**src/rtl/wb_arb_pkg.sv**
```systemverilog
// Shared constants and helpers for the register-file writeback arbiter.
package wb_arb_pkg;

  localparam int unsigned RF_AW = 5;
  localparam int unsigned RF_DW = 32;
  localparam logic [RF_AW-1:0] RF_ZERO_REG = 5'd0;
  localparam int unsigned PERF_CW = 16;

  // Index width needed to name n sources.
  function automatic int unsigned clog2(input int unsigned n);
    int unsigned r;
    r = 0;
    for (int unsigned v = n - 1; v > 0; v = v >> 1) begin
      r = r + 1;
    end
    return r;
  endfunction

endpackage

```
**src/rtl/wb_rr_pick.sv**
```systemverilog
// Combinational round-robin pick: rotate requests so ptr is bit 0, take the lowest set bit,
// rotate the winner back to its absolute index.
module wb_rr_pick #(
  parameter int unsigned NREQ = 4,
  parameter int unsigned IW   = 2
) (
  input  logic [NREQ-1:0] req,
  input  logic [IW-1:0]   ptr,
  output logic [NREQ-1:0] gnt,
  output logic [IW-1:0]   gnt_idx,
  output logic            any
);

  logic [NREQ-1:0] rot;
  logic [IW-1:0]   src;
  logic [IW-1:0]   sel;

  always_comb begin
    rot = '0;
    src = '0;
    for (int unsigned j = 0; j < NREQ; j++) begin
      src    = IW'((j + 32'(ptr)) % NREQ);
      rot[j] = req[src];
    end
  end

  always_comb begin
    any = 1'b0;
    sel = '0;
    for (int unsigned j = 0; j < NREQ; j++) begin
      if (rot[j] && !any) begin
        any = 1'b1;
        sel = IW'(j);
      end
    end
  end

  always_comb begin
    gnt_idx = IW'((32'(sel) + 32'(ptr)) % NREQ);
    gnt     = '0;
    if (any) gnt[gnt_idx] = 1'b1;
  end

endmodule

```
**src/rtl/regfile_wb_arbiter.sv**
```systemverilog
// Round-robin arbiter sharing the register-file write port between NREQ writeback sources.
// Optional per-source wait counters are built when WB_ARB_PERF_EN is defined.
module regfile_wb_arbiter
  import wb_arb_pkg::*;
#(
  parameter int unsigned NREQ = 4,
  parameter int unsigned DW   = RF_DW,
  parameter int unsigned AW   = RF_AW,
  localparam int unsigned IW  = clog2(NREQ)
) (
  input  logic                    clk,
  input  logic                    rst_n,
  input  logic                    freeze,
  input  logic [NREQ-1:0]         req_valid,
  input  logic [NREQ*AW-1:0]      req_waddr,
  input  logic [NREQ*DW-1:0]      req_wdata,
  output logic [NREQ-1:0]         req_ready,
  output logic                    wena,
  output logic [AW-1:0]           waddr,
  output logic [DW-1:0]           wdata,
  output logic [IW-1:0]           grant_id,
  output logic [NREQ*PERF_CW-1:0] perf_wait
);

  logic [IW-1:0]   ptr_q, ptr_d;
  logic            wena_q, wena_d;
  logic [AW-1:0]   waddr_q, waddr_d;
  logic [DW-1:0]   wdata_q, wdata_d;
  logic [IW-1:0]   grant_id_q, grant_id_d;

  logic [NREQ-1:0] gnt;
  logic [IW-1:0]   gnt_idx;
  logic            any;
  logic            xfer;
  logic [AW-1:0]   sel_waddr;
  logic [DW-1:0]   sel_wdata;

  wb_rr_pick #(
    .NREQ (NREQ),
    .IW   (IW)
  ) u_pick (
    .req     (req_valid),
    .ptr     (ptr_q),
    .gnt     (gnt),
    .gnt_idx (gnt_idx),
    .any     (any)
  );

  assign req_ready = freeze ? '0 : gnt;
  assign xfer      = any && !freeze;

  always_comb begin
    sel_waddr = '0;
    sel_wdata = '0;
    for (int unsigned i = 0; i < NREQ; i++) begin
      if (gnt[i]) begin
        sel_waddr = req_waddr[i*AW +: AW];
        sel_wdata = req_wdata[i*DW +: DW];
      end
    end
  end

  // Address/data/id hold when idle; a reg-0 write still consumes the slot but never enables.
  always_comb begin
    ptr_d      = ptr_q;
    wena_d     = 1'b0;
    waddr_d    = waddr_q;
    wdata_d    = wdata_q;
    grant_id_d = grant_id_q;
    if (xfer) begin
      ptr_d      = (gnt_idx == IW'(NREQ - 1)) ? '0 : gnt_idx + 1'b1;
      wena_d     = (sel_waddr != AW'(RF_ZERO_REG));
      waddr_d    = sel_waddr;
      wdata_d    = sel_wdata;
      grant_id_d = gnt_idx;
    end
  end

  always_ff @(posedge clk or negedge rst_n) begin
    if (!rst_n) begin
      ptr_q      <= '0;
      wena_q     <= 1'b0;
      waddr_q    <= '0;
      wdata_q    <= '0;
      grant_id_q <= '0;
    end else begin
      ptr_q      <= ptr_d;
      wena_q     <= wena_d;
      waddr_q    <= waddr_d;
      wdata_q    <= wdata_d;
      grant_id_q <= grant_id_d;
    end
  end

  assign wena     = wena_q;
  assign waddr    = waddr_q;
  assign wdata    = wdata_q;
  assign grant_id = grant_id_q;

`ifdef WB_ARB_PERF_EN
  logic [NREQ-1:0][PERF_CW-1:0] perf_q, perf_d;

  always_comb begin
    perf_d = perf_q;
    for (int unsigned i = 0; i < NREQ; i++) begin
      if (req_valid[i] && !req_ready[i] && (perf_q[i] != '1)) begin
        perf_d[i] = perf_q[i] + 1'b1;
      end
    end
  end

  always_ff @(posedge clk or negedge rst_n) begin
    if (!rst_n) perf_q <= '0;
    else        perf_q <= perf_d;
  end

  assign perf_wait = perf_q;
`else
  assign perf_wait = '0;
`endif

  // A pending request must stay valid until accepted.
  for (genvar i = 0; i < int'(NREQ); i++) begin : g_hold
    a_valid_held: assert property (@(posedge clk) disable iff (!rst_n)
      (req_valid[i] && !req_ready[i]) |=> req_valid[i]);
  end

endmodule

```
**config.mk**
```make
export PLATFORM = sky130hd
export DESIGN_NAME = regfile_wb_arbiter
export DESIGN_NICKNAME = d
export VERILOG_FILES = /design/src/rtl/wb_arb_pkg.sv /design/src/rtl/wb_rr_pick.sv /design/src/rtl/regfile_wb_arbiter.sv
export SDC_FILE = /design/constraint.sdc
export NUM_CORES = 1
export LEC_CHECK = 0
export ABC_AREA = 1
export BUFFER_PORTS_ARGS = -buffer_cell sky130_fd_sc_hd__buf_2
export CORE_AREA = 2 2 103 105
export CTS_BUF_LIST = sky130_fd_sc_hd__clkbuf_8
export DETAILED_ROUTE_END_ITERATION = 8
export DIE_AREA = 0 0 105 107
export PLACE_DENSITY = 0.76
export REMOVE_ABC_BUFFERS = 1
export SYNTH_ARGS = -nofsm -noshare
export SYNTH_HDL_FRONTEND = slang
export SYNTH_SLANG_ARGS = --single-unit
export TNS_END_PERCENT = 30
```
**constraint.sdc**
```tcl
create_clock -name clk -period 7 [get_ports clk]
set_clock_uncertainty 0.05 [all_clocks]
set_input_delay 1.4 -clock clk [delete_from_list [all_inputs] [get_ports clk]]
set_output_delay 1.4 -clock clk [all_outputs]
set_load 0.005 [all_outputs]
```
==> flow_summary.ini <==
[outcome]
status = finished, final reports clean

[cts]
cts_tree = yes
cts_resized = 0
clockBufferDepth = 2
root_buffer = clkbuf_8
clk_pin_slew_worst_paths_ps = 80
cts_inserted_buffers = 5
cts_hold_buf = 0
h-tree-depth = 2
postCtsSetupRepairBufs = 0
clkLatencyLatePin_ps = 290
cts.sinks = 42

[setup_path]
worstSetupStartpointType = input pin
cp-end-kind = output port
cp_slowest_stage_delay_ps = 470
path_buf_inv = 4
crit_arrival_ps = 3830
cp_data_required_time_ps = 5550
cpMaxStageDelayCell = nand2_2
crit_chain = buf_2 > inv_1 > nand2_1 > nand3_1 > nand2_1 > nor2_4 > inv_1 > nor2_1 > xor2_1 > xor2_1 > ha_1 > nand2_2 > nor2_1 > buf_2
crit_fanout = 39
crit_type = input pin to output port
cp_top_family = simple AND/OR/NAND/NOR gates

[die]
fp.dieW_um = 105
rows = 37
dieArea_mm2 = 0.01124
die_h_um = 107
start_util = 0.3454
coreArea_mm2 = 0.01009
pin_count = 263

[placement]
place_hpwl_um = 7897
io_buffers = 198
gp_congestion = 0.8385
dp.cells = 811

[synth]
ys.warnings.count = 0
synth_area_per_cell_um2 = 6.916
ys_ff_latch = 42
synthCells = 504
yosysUniqueCellTypes = 26
ys_seq_area_frac = 0.3015
netlist_area_mm2 = 0.003486

[routing]
ant_nets = 0
routed_via_density = 4.595
wl_per_cell_um = 13.01
drt_pass1_iterations = 4
drc = 0
routed_wl_um = 10650
detail_route.iter0.violations = 233
vias = 3763

[layout]
fin_nets = 842
instances_no_fill = 819
register_area_mm2 = 0.001051
n_fill_cell = 1082
area_growth_pct = 25.27
drive_gt1_frac = 0.3255
multi_input_area_mm2 = 0.001792

[timing]
hold_viol = 0
tightest_slew_ps = 1051
fmax_ghz = 0.1894
timing.hold.ws_ps = 434.1
slew_violations = 0
setup-violations-final = 0
final.min_clock_period_ps = 5281
final.period_utilization = 0.7544
rsz0062_at_grt = false
maxSlewHeadroom = 0.2950
setup_tns_ps = 0

[grt]
grt_pass1_wl_um = 17390
grt_pass1_vias = 3713
grt_start_max_net_pins = 43
track_usage = 0.1893
grt_antenna_before_repair = 1
gr-total-overflow = 0

[power_and_ir_drop]
p_leak_nw = 2.521
peakVddDrop_v = 0.0003685
p_total_w = 0.002914
power_density_mw_per_mm2 = 667.2

[run]
max-cap-violations = 0

[worst_hold_path]
worstHoldPathType = flip-flop to flip-flop
## final cells by class
type                            count  area share
Antenna cell                        1   0.0005731
Clock buffer                        6     0.01891
Clock inverter                      1    0.006877
Inverter                           58     0.04986
Multi-Input combinational cell    373      0.4103
Sequential cell                    42      0.2407
Tap cell                          136     0.03897
Timing Repair Buffer              202      0.2338
## metal layers
metal | track usage | wire (um) | vias to the layer above
met2 | 0.3437 | 5263 | 199
li1 | - | - | 1889
met4 | 0.05238 | 170 | 0
met3 | 0.03222 | 798 | 16
met5 | 0 | 0 | -
met1 | 0.2304 | 4419 | 1659
## worst register-to-register path, delay by kind of cell (launching register included)
family        cells  cell delay, ps
fa+ha+maj         1             340
xor+xnor          2             540
flops             1             480
buf+inv           5            1180
simple gates     14            1420
## synthesized netlist by cell type
library cell | instances | area share
nand2_4 | 1 | 0.0032
a21oi_1 | 66 | 0.095
buf_6 | 5 | 0.016
clkinv_1 | 1 | 0.0011
o21ai_2 | 1 | 0.0025
o22ai_1 | 65 | 0.12
nand2_1 | 118 | 0.13
nor2_4 | 2 | 0.0065
nand2_2 | 4 | 0.0072
a31oi_1 | 1 | 0.0018
inv_2 | 4 | 0.0043
buf_4 | 66 | 0.14
inv_1 | 53 | 0.057
nand3_1 | 18 | 0.026
nor2_1 | 12 | 0.013
o21a_1 | 1 | 0.0022
xor2_1 | 2 | 0.0050
ha_1 | 5 | 0.018
buf_2 | 19 | 0.027
conb_1 | 1 | 0.0011
or2_1 | 3 | 0.0054
nand3b_1 | 2 | 0.0043
dfrtp_1 | 42 | 0.30
clkbuf_1 | 4 | 0.0043
nor2_2 | 1 | 0.0018
o21ai_0 | 7 | 0.010
## registers in the layout (all words and copies together) (netlist names)
name,count
wdata,32
ptr_q,2
grant_id,2
wena,1
waddr,5
## per-stage QoR
| step | area (um2) | utilization | setup WS, ps |
|---|---|---|---|
| 6_report | 4367 | 0.4327 | 1719 |
| 5_1_grt | 4367 | 0.4327 | 1443 |
| 4_1_cts | 4364 | 0.4324 | 1704 |
| 3_5_place_dp | 4252 | 0.4213 | 1716 |
| 3_3_place_gp | 4252 | 0.4213 | 1846 |
| 2_1_floorplan | 3060 | - | 2139 |
## worst paths after layout
kind	from	end	slack [ps]	cells past startpoint
worst max register to register	ptr_q[0]	wena	2920	22
worst max-delay path	req_valid[1]	req_ready[2]	1720	14
worst min-delay path	waddr[4]	waddr[4]	430	2
max in group asynchronous	rst_n	wdata[4]	5080	1
worst min register to register	waddr[4]	waddr[4]	430	2
min in group asynchronous	rst_n	wdata[5]	1220	1
## placed cells by master, fill, tap and decap left out, types with 2 or more instances in the layout
| cell type | n |
|---|---|
| buf_2 | 198 |
| nand2_1 | 118 |
| a21oi_1 | 66 |
| o22ai_1 | 65 |
| conb_1 | 64 |
| inv_1 | 53 |
| dfrtp_1 | 42 |
| nand3_1 | 18 |
| nor2_1 | 12 |
| o21ai_0 | 7 |
| clkbuf_8 | 6 |
| ha_1 | 5 |
| inv_2 | 4 |
| nand2_2 | 4 |
| buf_4 | 4 |
| or2_1 | 3 |
| nor2_4 | 2 |
| xor2_1 | 2 |
| nand3b_1 | 2 |
## where the power goes
group	internal [W]	switching (W)	leakage, nW	total (W)
clock network	0.000114	0.0000875	0.0573	0.000202
logic	0.000790	0.00146	1.97	0.00225
registers	0.000389	0.0000702	0.498	0.000460
## cells by family after synthesis
group                    Yosys count  share of synthesized area
AND/OR/NAND/NOR                  161                     0.1942
buffers and inverters            152                     0.2523
AO/OA/AOI/OAI                    141                     0.2279
flip-flops                        42                     0.3015
adder cells (fa/ha/maj)            5                    0.01795
XOR/XNOR                           2                   0.005026
other                              1                   0.001076
(Power assumes the default switching activity.)
